`src/rtl/mul16_seq_ctrl.sv`:
```
// ---------------------------------------------------------------------------
// mul16_seq_ctrl
//
// Computes a 16x16 unsigned product with one external, shared, combinational
// 8x8 multiplier. It feeds one byte pair per cycle and shift-accumulates the
// partial products into a 32-bit register. Mode 1 computes a single 8x8
// product of the low bytes.
//
// Ports:
//   clk, rst_n           - clock; synchronous active-low reset
//   in_valid/in_ready    - operand handshake (in_a, in_b, in_mode)
//   in_mode              - 0: 16x16, 1: 8x8 on in_a[7:0] * in_b[7:0]
//   out_valid/out_ready  - result handshake (out_p)
//   mul_a, mul_b, mul_p  - shared multiplier operands / product (same cycle)
//   mul_en               - high while this block owns the multiplier
// ---------------------------------------------------------------------------
module mul16_seq_ctrl (
  input  logic        clk,
  input  logic        rst_n,
  input  logic        in_valid,
  output logic        in_ready,
  input  logic [15:0] in_a,
  input  logic [15:0] in_b,
  input  logic        in_mode,
  output logic        out_valid,
  input  logic        out_ready,
  output logic [31:0] out_p,
  output logic [7:0]  mul_a,
  output logic [7:0]  mul_b,
  input  logic [15:0] mul_p,
  output logic        mul_en
);

  typedef enum logic [1:0] {
    S_IDLE = 2'd0,
    S_MUL  = 2'd1,
    S_DONE = 2'd2
  } state_e;

  state_e      state_q, state_d;
  logic [1:0]  step_q,  step_d;
  logic [31:0] acc_q,   acc_d;
  logic [15:0] a_q,     a_d;
  logic [15:0] b_q,     b_d;
  logic        mode_q,  mode_d;
  logic [31:0] pp_shifted;

  // Handshake outputs come from registered state only; rst_n gating keeps
  // the block quiet while reset is held.
  assign in_ready  = rst_n && (state_q == S_IDLE);
  assign out_valid = rst_n && (state_q == S_DONE);
  assign out_p     = rst_n ? acc_q : 32'h0000_0000;

  always_ff @(posedge clk) begin
    // NOTE: state registers use non-blocking assignments so every flop
    // samples the pre-edge values regardless of statement order.
    if (!rst_n) begin
      state_q <= S_IDLE;
      step_q  <= 2'd0;
      acc_q   <= 32'h0000_0000;
      a_q     <= 16'h0000;
      b_q     <= 16'h0000;
      mode_q  <= 1'b0;
    end else begin
      state_q <= state_d;
      step_q  <= step_d;
      acc_q   <= acc_d;
      a_q     <= a_d;
      b_q     <= b_d;
      mode_q  <= mode_d;
    end
  end

  always_comb begin
    // NOTE: every signal driven here gets a default first, so no path
    // through the case leaves one unassigned and no latch is inferred.
    state_d    = state_q;
    step_d     = step_q;
    acc_d      = acc_q;
    a_d        = a_q;
    b_d        = b_q;
    mode_d     = mode_q;
    mul_a      = 8'h00;
    mul_b      = 8'h00;
    mul_en     = 1'b0;
    pp_shifted = 32'h0000_0000;

    unique case (state_q)
      S_IDLE: begin
        if (in_valid && in_ready) begin
          a_d     = in_a;
          b_d     = in_b;
          mode_d  = in_mode;
          acc_d   = 32'h0000_0000;
          step_d  = 2'd0;
          state_d = S_MUL;
        end
      end

      S_MUL: begin
        mul_en = 1'b1;
        // step[1] picks the a byte, step[0] the b byte:
        // 0: lo*lo, 1: lo*hi, 2: hi*lo, 3: hi*hi.
        mul_a  = step_q[1] ? a_q[15:8] : a_q[7:0];
        mul_b  = step_q[0] ? b_q[15:8] : b_q[7:0];
        unique case (step_q)
          2'd0:    pp_shifted = {16'h0000, mul_p};
          2'd3:    pp_shifted = {mul_p, 16'h0000};
          default: pp_shifted = {8'h00, mul_p, 8'h00};
        endcase
        // Worst case sum is 0xFFFE0001, so 32 bits never wrap.
        acc_d  = acc_q + pp_shifted;
        step_d = step_q + 2'd1;
        if (mode_q || (step_q == 2'd3)) begin
          state_d = S_DONE;
        end
      end

      S_DONE: begin
        if (out_ready) begin
          state_d = S_IDLE;
        end
      end

      default: begin
        state_d = S_IDLE;
      end
    endcase

    // The multiplier is released as soon as reset is asserted, not one
    // edge later.
    if (!rst_n) begin
      mul_en = 1'b0;
      mul_a  = 8'h00;
      mul_b  = 8'h00;
    end
  end

endmodule

```
`config.mk`:
```
export PLATFORM = sky130hd
export DESIGN_NAME = mul16_seq_ctrl
export DESIGN_NICKNAME = d
export VERILOG_FILES = /design/src/rtl/mul16_seq_ctrl.sv
export SDC_FILE = /design/constraint.sdc
export NUM_CORES = 1
export LEC_CHECK = 0
export ABC_AREA = 1
export CAP_MARGIN = 20
export CELL_PAD_IN_SITES_DETAIL_PLACEMENT = 0
export CELL_PAD_IN_SITES_GLOBAL_PLACEMENT = 1
export CORE_AREA = 2 2 124 126
export DETAILED_ROUTE_END_ITERATION = 7
export DIE_AREA = 0 0 126 128
export HOLD_SLACK_MARGIN = 0.15
export PLACE_DENSITY = 0.87
export SETUP_SLACK_MARGIN = 0.3
export SLEW_MARGIN = 5
export SYNTH_ARGS = -nofsm -noshare
export SYNTH_HDL_FRONTEND = slang
export SYNTH_SLANG_ARGS = --single-unit
```
`constraint.sdc`:
```
create_clock -name clk -period 9.4 [get_ports clk]
set_clock_uncertainty 0.05 [all_clocks]
set_input_delay 2.35 -clock clk [delete_from_list [all_inputs] [get_ports clk]]
set_output_delay 2.35 -clock clk [all_outputs]
set_load 0.02 [all_outputs]
```
**After elaboration in Yosys (flattened, before gate mapping)**

Cells that the tools add are included.

- Flip-flop bits (word level): 69
- Bits of input ports: 53
- Output and inout bits: 51
- Logic and storage cells: 43

- $add $sub $neg: 2
- Equal/unequal tests: 6
- Mux-type cells: 19
- Reductions and logical operators: 10

Operator list:

| cell | number |
|---|---|
| one-hot mux 32 bit (2 select lines) | 2 |
| two-way mux 32 bit | 3 |
| two-way mux 8 bit | 6 |
| adder 32 bit | 1 |
| two-way mux 2 bit | 4 |
| one-hot mux 2 bit (3 select lines) | 1 |
| equality test 2 bit (second input constant) | 2 |
| zero test 2 bit | 2 |
| != test 2 bit (second input constant) | 2 |
| one-hot mux 2 bit (2 select lines) | 1 |
| AND reduction 2 bit | 2 |
| logical AND 1 bit | 3 |
| AND reduction 3 bit | 1 |
| adder 2 x 1 -> 2 bit (second input constant) | 1 |
| equality test 2 x 1 -> 1 bit (second input constant) | 1 |
| two-way mux 1 bit | 2 |
| != test 2 x 1 -> 1 bit (second input constant) | 1 |
| nonzero test 2 bit | 1 |
| logical OR 1 bit | 1 |

**Longest topological paths before layout**

Gate-level depths: netlist of the first run.

- Depth in word-level cells: 5
- Mapped depth: 22
- Depth with buffers taken out: 19

**Worst setup path before layout of the first run**

OpenSTA, ideal clock, no wires.

- Kind: input-to-output
- Start: input port rst_n
- End: output port mul_a[0]
- Arrival: 3,160 ps
- Data required time: 7,000 ps
- Setup slack: 3,840 ps
- Cell stages on the path: 7
- Path through: buf_4 -> inv_4 -> nor2_8 -> inv_2 -> buf_6 -> buf_12 -> nor2_4

- Cells in the longest elaborated chain, start to end: 1

RTL lines:

| item | line | source |
|---|---|---|
| from (decl) | 19 | `input logic rst_n,` |
| two-way mux 8 bit | 132 | `if (!rst_n) begin` |
| to (decl) | 28 | `output logic [7:0] mul_a,` |

Every way passes these cells.

**Worst setup path in the final report of the first run**

- Start: input port rst_n
- End: output port mul_b[3]

- Cells in the longest elaborated chain, start to end: 1

RTL lines:

| item | line | source |
|---|---|---|
| two-way mux 8 bit | 132 |  |
| to (decl) | 29 | `output logic [7:0] mul_b,` |

Every way passes these cells.

==> metrics, run 1 <==
Hold Buf Count CTS=0; router iterations before antenna repair=5; total wire length after detailed routing=16500 um; number of standard-cell rows in the floorplan=45; xor and xnor area share after synthesis=0.00465; DRC viols=0; synthesized instance count=978; largest fanout on the critical path=27; Overflow after GRT=0; critical-path cell list=buf_2 > inv_4 > nor2_8 > inv_2 > nor2_1 > clkdlybuf4s50_1; reg-to-reg slack, setup=5330 ps; Core ar.=0.0149 sq mm; global-route wire length before repair=26700 um; Max transition margin=0.380; Port-buffer cells=103; drt via density=4.68; number of CTS-inserted buffers=9; CTS tree=done; antenna violations before repair=0; pin count of the biggest net entering global routing=69; via count of the first global-routing pass=5438; Crit. End Element=output port; upper clock frequency limit=152 MHz; number of antenna-violating nets in the routed design=0; layout overhead on the synthesized area=25.0%; Ports=104; largest family of logic cells by synthesized area=simple AND/OR/NAND/NOR gates; initial core utilization=0.380; share of cells above drive strength 1=0.0449; Diodes inserted=0; overall fraction of global-route tracks in use=0.208; worst supply voltage drop on vdd=89.0 uV; portion of the post-synthesis area used by sequential elements=0.244; delay of the slowest cell on the worst path=630 ps; top cell types by occurrence after synthesis=347 x nand2_1, 195 x inv_1, 78 x nor2_1; Longest Clk Path Bufs=2; most area-consuming cells after synthesis=dfxtp_1 24%, nand2_1 23%, inv_1 13%; unrepaired setup endpoints after global routing=false; proportion of synthesized flip-flops having asynchronous set or reset=0; arithmetic-cell share of the synthesized area counting full adders, half adders and majority gates=0.0877; arrival time at the worst endpoint=4190 ps; CTS sink count=69; final estimated routing congestion in global placement=0.874; total power of the final layout=0.993 mW; number of violations of the max-capacitance limit=0; category of the most critical setup path=in -> out; period utilisation layout=0.701; later-pin clock latency in the skew report=350 ps; die outline width=126 um; Post-synth EDFFs=0; synthesized flop and latch total=69; Setup crit start kind=input pin; sum of net half-perimeters after detailed placement=12700 um; number of hold violations in the final report=0; classification of the worst-slack hold path=reg -> reg; CTS root buf=clkbuf_16; static leakage=3.89 nW; # nets final=1157; final number of setup-violating endpoints=0; fraction of the mapped netlist area in compound gates=0.115; Period minus WS final=6590 ps; area enclosed by the die boundary=0.0161 sq mm; cell type with the largest total area after synthesis=dfxtp_1; share of Yosys cell area claimed by the top area cell type=0.244; post-CTS sizing=0; clock-pin slew of the registers on the worst-case setup and hold paths=60 ps; power density cells=141 mW/mm^2; Finished Core Util=0.475; simple-gate portion of the synthesized area=0.386; post-synthesis instance area=0.00565 sq mm; multiplexer area fraction after synthesis=0; Vert. Die Dim=128 um; cell at the slowest stage of the critical path=clkdlybuf4s50_1; YS warnings=0; final number of max-transition violations=0; via count of the routed design=5893; transition time at the pin with the least slew margin=928 ps; average footprint of a synthesized cell=5.78 sq um; Post-CTS Setup Bufs=0; Setup Total Neg Slack=0 ps; routed length per placed instance=13.1 um; status=complete, no violations; data required time at the worst endpoint=7000 ps; starting DRC count in detailed routing=346; H-tree levels=3; most used standard cell by instance count after synthesis=nand2_1; unique cell type count in the Yosys netlist=37; dominant synthesized flop cell=dfxtp_1; synthesized netlist net count=1070
==> worst max-delay path, delay by kind of cell <==
| family | cells | cell delay [ps] |
|---|---|---|
| buf+inv | 4 | 1230 |
| simple gates | 2 | 590 |
==> report_power, final <==
part	total [mW]	internal (mW)	switching, mW
clock	0.345	0.201	0.144
sequential	0.335	0.318	0.0175
combinational	0.313	0.113	0.200
==> cell type report <==
type                       instances  area, sq um
fill                            1635         7800
multi-input combinational        679         3360
sequential                        69         1380
timing repair buffer             104         1030
inverter                         202          761
clock buffer                      12          267
tap                              188          235
clock inverter                     4         31.3
==> worst paths after layout <==
kind,cells past startpoint,startpoint,to
hold / removal,2,b_q[3],b_q[3]
setup / recovery,6,rst_n,mul_b[3]
hold reg to reg,2,b_q[3],b_q[3]
setup reg to reg,16,step_q[1],acc_q[12]
==> stage by stage <==
stage	setup slack (ps)	area [sq um]	cells	hold WS [ps]
after floorplan	3840	5650	978	380
after CTS	2810	7060	1258	407
after global placement	2860	6770	1242	391
after global routing	2670	7060	1258	421
after detailed placement	2820	6770	1242	397
final	2810	7060	1258	401
==> placed cells by master, fill, tap and decap left out, types with 2 or more instances in the layout <==
master / count
inv_1: 195
nand2_2: 5
o21ai_1: 9
nor2_2: 2
o32ai_1: 2
clkdlybuf4s50_1: 102
o21bai_1: 3
nand2_1: 347
nand4_1: 3
o21ai_0: 23
o22ai_1: 26
nor2_1: 78
xor2_1: 2
nor2_4: 11
clkinvlp_4: 3
clkbuf_8: 3
clkbuf_16: 9
nor3_1: 3
nand3_2: 2
dfxtp_1: 69
inv_2: 5
a21oi_1: 56
nand3_1: 60
ha_1: 38
==> state kept, by name, indices dropped and copies added, names as in the netlist <==
signal and count:
acc_q 32, step_q 2, a_q 16, state_q 2
b_q 16, mode_q 1
==> metal layers <==
layer | vias to the layer above | GRT usage | part of all wire
met2 | 158 | 0.326 | 0.43
met3 | 18 | 0.0572 | 0.072
met1 | 2546 | 0.276 | 0.48
met4 | 0 | 0.0756 | 0.020
li1 | 3171 | - | -
met5 | - | 0 | 0
==> cells by family after synthesis <==
| family | Yosys count |
|---|---|
| simple gates | 517 |
| buf+inv | 230 |
| compound gates | 120 |
| flops | 69 |
| fa+ha+maj | 39 |
| xor+xnor | 3 |
Note: power is estimated with default switching activity, not from simulation.
==> run 2: changes to the inputs <==
--- a/config.mk
+++ b/config.mk
@@ -9,11 +9,11 @@
 export CAP_MARGIN = 20
 export CELL_PAD_IN_SITES_DETAIL_PLACEMENT = 0
 export CELL_PAD_IN_SITES_GLOBAL_PLACEMENT = 1
-export CORE_AREA = 2 2 124 126
+export CORE_AREA = 2 2 134 136
 export DETAILED_ROUTE_END_ITERATION = 7
-export DIE_AREA = 0 0 126 128
+export DIE_AREA = 0 0 136 138
 export HOLD_SLACK_MARGIN = 0.15
-export PLACE_DENSITY = 0.87
+export PLACE_DENSITY = 0.8
 export SETUP_SLACK_MARGIN = 0.3
 export SLEW_MARGIN = 5
 export SYNTH_ARGS = -nofsm -noshare
==> constraint.sdc (replaced) <==
create_clock -name clk -period 5.8 [get_ports clk]
set_clock_uncertainty 0.05 [all_clocks]
set_input_delay 1.45 -clock clk [delete_from_list [all_inputs] [get_ports clk]]
set_output_delay 1.45 -clock clk [all_outputs]
set_load 0.02 [all_outputs]
==> run 2 against run 1 <==
  * First-iteration DRC count down 16%
  * Sequential power up 63%
  * Worst hold slack about the same
  * Final cell count up 3.3%
  * Setup slack worse by 1500 ps
  * Final area up 0.87%
  * Power up 65%
  * Die area up 16%
  * Combinational power up 62%
  * Core utilization down 6.9 points
==> metrics, run 2 (synthesis gave the netlist of run 1 again) <==
status=complete, no violations (unchanged); upper clock frequency limit=221 MHz; GR Layer Usage met3=0.0447 (was 0.0572); die outline width=136 um (was 126 um); Core ar.=0.0175 sq mm (was 0.0149 sq mm); CTS sink count=69 (unchanged); number of antenna-violating nets in the routed design=0 (unchanged); sum of net half-perimeters after detailed placement=13500 um (was 12700 um); Period minus WS final=4530 ps; unrepaired setup endpoints after global routing=false (unchanged); registers with the most flip-flops=acc_q x32, a_q x16, b_q x16 (unchanged); clock-pin slew of the registers on the worst-case setup and hold paths=60 ps (about the same); antenna violations before repair=1 (was 0); met2 layer usage reported by global route=0.295 (was 0.326); number of standard-cell rows in the floorplan=49 (was 45); met1 routing resource usage after global routing=0.252 (was 0.276); arrival time at the worst endpoint=3030 ps (was 4190 ps); worst supply voltage drop on vdd=146 uV (was 89.0 uV); # nets final=1158 (was 1157); period utilisation layout=0.780; Ports=104 (unchanged); cell total after placement=1284 (was 1242); total wire length after detailed routing=17300 um (was 16500 um); Finished Core Util=0.406 (was 0.475); pin count of the biggest net entering global routing=69 (unchanged); Setup Total Neg Slack=0 ps (unchanged); overall fraction of global-route tracks in use=0.189 (was 0.208); static leakage=3.90 nW (was 3.89 nW); routed length per placed instance=13.3 um (was 13.1 um); Most Used Layer, Global Route=met2 (unchanged); Port-buffer cells=103 (unchanged); number of violations of the max-capacitance limit=0 (unchanged); number of hold violations in the final report=0 (unchanged); classification of the worst-slack hold path=reg -> reg (unchanged); global-route wire length before repair=27700 um (was 26700 um); final number of max-transition violations=0 (unchanged); final number of setup-violating endpoints=0 (unchanged); Diodes inserted=0 (unchanged); transition time at the pin with the least slew margin=921 ps (was 928 ps); power density cells=229 mW/mm^2 (was 141 mW/mm^2); category of the most critical setup path=in -> out (unchanged); Hold Buf Count CTS=0 (unchanged); via count of the first global-routing pass=5499 (was 5438); starting DRC count in detailed routing=292 (was 346); Vert. Die Dim=138 um (was 128 um); layout overhead on the synthesized area=26.1% (was 25.0%); Final Hold Slack=401 ps (about the same); total power of the final layout=1.63 mW (was 0.993 mW); DRC viols=0 (unchanged); CTS tree=done (unchanged); top library cells by usage in the layout, fill and taps aside=347 x nand2_1, 195 x inv_1, 102 x clkdlybuf4s50_1, 78 x nor2_1, 69 x dfxtp_1 (unchanged); area enclosed by the die boundary=0.0188 sq mm (was 0.0161 sq mm); later-pin clock latency in the skew report=350 ps (about the same); post-CTS sizing=0 (unchanged); CTS root buf=clkbuf_16 (unchanged); Post-CTS Setup Bufs=0 (unchanged); via count of the routed design=5825 (was 5893); largest fanout on the critical path=68 (was 27); top register by number of flip-flops=acc_q (unchanged); max reg flops=32 (unchanged); Setup crit start kind=input pin (unchanged); router iterations before antenna repair=5 (unchanged); number of CTS-inserted buffers=9 (unchanged); drt via density=4.48 (was 4.68); H-tree levels=3 (unchanged); number of cells in the finished layout apart from fillers=1300 (was 1258); final estimated routing congestion in global placement=0.867 (was 0.874); share of cells above drive strength 1=0.0448 (was 0.0449); leading cell type in the layout, fill and taps excluded=nand2_1 (unchanged); Longest Clk Path Bufs=2 (unchanged); Overflow after GRT=0 (unchanged); Crit. End Element=output port (unchanged); Max transition margin=0.384 (was 0.380); data required time at the worst endpoint=4300 ps (was 7000 ps); initial core utilization=0.322 (was 0.380)
run 2: report_power, final:
part | internal (mW) | switching [mW]
registers | 0.515 | 0.0309
clock network | 0.337 | 0.243
logic | 0.183 | 0.325
total | 1.03 | 0.599
run 2: layout make-up:
type	count	area, sq um
Clock buffer	10	229
Clock inverter	6	71.3
Fill cell	1954	10400
Inverter	202	761
Multi-Input combinational cell	679	3360
Sequential cell	69	1380
Tap cell	229	287
Timing Repair Buffer	105	1040
run 2: critical path, cell delays in order:
cell and delay, ps:
buf_2 120, buf_4 560, nand2_1 120, inv_1 140, clkdlybuf4s50_1 620
run 2: path summary, 6_finish.rpt:
| path | from | to | slack [ps] | cells past startpoint |
|---|---|---|---|---|
| max | rst_n | out_p[17] | 1270 | 5 |
| min | a_q[0] | a_q[0] | 400 | 2 |
| min reg2reg | a_q[0] | a_q[0] | 400 | 2 |
| max reg2reg | step_q[0] | acc_q[24] | 1700 | 18 |
run 2: through the flow:
step,setup slack [ps],instance area [sq um]
3_3_place_gp,1280,6830
4_1_cts,1260,7130
5_1_grt,1120,7130
6_report,1270,7130
2_1_floorplan,2040,5650
3_5_place_dp,1270,6830
run 2: per-layer routing:
metal,vias to the layer above,wire [um]
met4,0,422
met2,136,7420
met1,2503,8440
met3,23,1070
met5,-,0
li1,3163,-
==> run 3: changes to the inputs <==
--- a/config.mk
+++ b/config.mk
@@ -9,11 +9,11 @@
 export CAP_MARGIN = 20
 export CELL_PAD_IN_SITES_DETAIL_PLACEMENT = 0
 export CELL_PAD_IN_SITES_GLOBAL_PLACEMENT = 1
-export CORE_AREA = 2 2 134 136
+export CORE_AREA = 2 2 129 131
 export DETAILED_ROUTE_END_ITERATION = 7
-export DIE_AREA = 0 0 136 138
+export DIE_AREA = 0 0 131 133
 export HOLD_SLACK_MARGIN = 0.15
-export PLACE_DENSITY = 0.8
+export PLACE_DENSITY = 0.82
 export SETUP_SLACK_MARGIN = 0.3
 export SLEW_MARGIN = 5
 export SYNTH_ARGS = -nofsm -noshare
==> constraint.sdc (replaced) <==
create_clock -name clk -period 4.6 [get_ports clk]
set_clock_uncertainty 0.05 [all_clocks]
set_input_delay 1.15 -clock clk [delete_from_list [all_inputs] [get_ports clk]]
set_output_delay 1.15 -clock clk [all_outputs]
set_load 0.02 [all_outputs]
==> run 3 against run 2 <==
  * Global-route usage increased by 1.4 points
  * Sequential cell count unchanged
  * Power rose by 29%
  * Worst hold slack got worse by 0.58 ps
  * Clock-buffer cell count grew 2
  * Setup slack worse by 480 ps
  * Register-to-register slack got worse by 450 ps
  * Sequential power increased by 24%
  * First-iteration DRC count is 34% lower
  * Final cell count is 0.31% lower
  * Critical path depth increased by 1
  * Highest routed layer unchanged
  * Wire length is 2.6% lower
==> metrics, run 3 (synthesis gave the netlist of run 1 again) <==
router iterations before antenna repair=5 (unchanged); Crit. End Element=output port (unchanged); Longest Clk Path Bufs=2 (unchanged); final number of setup-violating endpoints=0 (unchanged); Most Used Layer, Global Route=met2 (unchanged); Period minus WS final=3810 ps; met1 routing resource usage after global routing=0.275 (was 0.252); static leakage=3.94 nW (was 3.90 nW); Diodes inserted=0 (unchanged); unrepaired setup endpoints after global routing=false (unchanged); later-pin clock latency in the skew report=350 ps (about the same); registers with the most flip-flops=acc_q x32, a_q x16, b_q x16 (unchanged); pin count of the biggest net entering global routing=69 (unchanged); layout filler cell count=1810 (was 1954); number of violations of the max-capacitance limit=0 (unchanged); max reg flops=32 (unchanged); Setup crit start kind=input pin (unchanged); Finished Core Util=0.444 (was 0.406); hold path cells=2 (unchanged); Hold Buf Count CTS=0 (unchanged); total wire length after detailed routing=16900 um (was 17300 um); final number of max-transition violations=0 (unchanged); H-tree levels=3 (unchanged); drt via density=4.54 (was 4.48); Post-CTS Setup Bufs=0 (unchanged); Port-buffer cells=103 (unchanged); cell at the slowest stage of the critical path=clkdlybuf4s50_1 (unchanged); initial core utilization=0.349 (was 0.322); classification of the worst-slack hold path=reg -> reg (unchanged); Ports=104 (unchanged); layout overhead on the synthesized area=27.1% (was 26.1%); arrival time at the worst endpoint=2610 ps (was 3030 ps); Core ar.=0.0162 sq mm (was 0.0175 sq mm); power density cells=292 mW/mm^2 (was 229 mW/mm^2); Setup Total Neg Slack=0 ps (unchanged); Clk network pwr share=0.364 (was 0.355); area enclosed by the die boundary=0.0174 sq mm (was 0.0188 sq mm); die outline width=131 um (was 136 um); number of hold violations in the final report=0 (unchanged); CTS root buf=clkbuf_16 (unchanged); buffering stage count on the worst path with inverters included=4 (unchanged); upper clock frequency limit=262 MHz; path length in cells of the critical path=6 (was 5); delay of the slowest cell on the worst path=570 ps (was 620 ps); critical-path cell list=buf_2 > inv_4 > nor2_8 > inv_2 > nor2_1 > clkdlybuf4s50_1 (was buf_2 > buf_4 > nand2_1 > inv_1 > clkdlybuf4s50_1); CTS tree=done (unchanged); Combinational Power Share=0.313 (was 0.311); via count of the routed design=5879 (was 5825); category of the most critical setup path=in -> out (unchanged); top library cells by usage in the layout, fill and taps aside=347 x nand2_1, 195 x inv_1, 102 x clkdlybuf4s50_1, 78 x nor2_1, 69 x dfxtp_1 (unchanged); final estimated routing congestion in global placement=0.868 (was 0.867); top register by number of flip-flops=acc_q (unchanged); number of standard-cell rows in the floorplan=47 (was 49); routed length per placed instance=13.0 um (was 13.3 um); overall fraction of global-route tracks in use=0.203 (was 0.189); antenna violations before repair=0 (was 1); leading cell type in the layout, fill and taps excluded=nand2_1 (unchanged); GR Layer Usage met3=0.0445 (was 0.0447); Overflow after GRT=0 (unchanged); CTS sink count=69 (unchanged); cells on worst reg2reg path=19 (was 18); # nets final=1163 (was 1158); post-CTS sizing=0 (unchanged); worst supply voltage drop on vdd=159 uV (was 146 uV); period utilisation layout=0.828; global-route wire length before repair=27600 um (was 27700 um); cell family with most CP delay=buffers and inverters (unchanged); status=complete, no violations (unchanged); internal power contribution=1.35 mW (was 1.03 mW); data required time at the worst endpoint=3400 ps (was 4300 ps); largest fanout on the critical path=19 (was 68); switching power share of the total=0.355 (was 0.367); clock-pin slew of the registers on the worst-case setup and hold paths=60 ps (about the same); Max transition margin=0.579 (was 0.384); Flop pwr share=0.323 (was 0.334); number of CTS-inserted buffers=9 (unchanged); Vert. Die Dim=133 um (was 138 um); DRC viols=0 (unchanged); share of cells above drive strength 1=0.0502 (was 0.0448); via count of the first global-routing pass=5658 (was 5499); power spent charging and discharging nets=0.745 mW (was 0.599 mW); starting DRC count in detailed routing=192 (was 292); sum of net half-perimeters after detailed placement=13200 um (was 13500 um); transition time at the pin with the least slew margin=631 ps (was 921 ps); met2 layer usage reported by global route=0.318 (was 0.295); number of antenna-violating nets in the routed design=0 (unchanged)
[run 3: layout make-up]
cell class / instances / area, sq um / share of cell area
Clock buffer: 12 / 267 / 0.0371
Clock inverter: 4 / 55.1 / 0.00766
Inverter: 202 / 761 / 0.106
Multi-Input combinational cell: 679 / 3360 / 0.467
Sequential cell: 69 / 1380 / 0.192
Tap cell: 220 / 275 / 0.0383
Timing Repair Buffer: 110 / 1090 / 0.152
[run 3: worst paths after layout]
kind | startpoint | slack (ps) | endpoint
worst max-delay path | rst_n | 790 | mul_b[1]
worst min-delay path | b_q[0] | 400 | b_q[0]
worst max register to register | step_q[0] | 1250 | acc_q[16]
worst min register to register | b_q[0] | 400 | b_q[0]
[run 3: worst reg2reg max path, stage by stage (launching register included)]
cell and delay, ps:
dfxtp_1 310, buf_4 220, inv_1 70, ha_1 300
clkinv_1 60, nand2_1 330, nor2_1 220, ha_1 230
inv_1 70, fa_1 400, inv_1 140, nand3_1 80
nand3_1 160, nand2_1 80, nand2_1 150, nand3_1 100
nand2_1 110, nand2_1 60, nand2_1 60, o21ai_1 50
[run 3: per-stage QoR]
step | total power, mW | hold WS, ps | cells | setup slack (ps) | area, sq um
after floorplan | 1.13 | 380 | 978 | 1340 | 5650
after global placement | 1.35 | 390 | 1280 | 848 | 6860
after detailed placement | 1.35 | 394 | 1280 | 789 | 6860
after CTS | 2.12 | 404 | 1296 | 778 | 7190
after global routing | 2.23 | 426 | 1296 | 742 | 7190
final | 2.10 | 401 | 1296 | 789 | 7190
[run 3: power by group through the flow]
stage | Clock (mW) | Combinational (mW) | Sequential (mW)
6_report | 0.764 | 0.658 | 0.677
5_1_grt | 0.807 | 0.742 | 0.683
4_1_cts | 0.783 | 0.662 | 0.678
3_5_place_dp | 0 | 0.658 | 0.691
3_3_place_gp | 0 | 0.658 | 0.689
2_1_floorplan | 0 | 0.452 | 0.683
[run 3: per-layer routing]
metal  share of wire  routed length, um  vias up
met5               0                  0        -
met4           0.020                331        0
met3           0.057                970       18
met2            0.43               7340      136
met1            0.49               8260     2551
li1                -                  -     3174
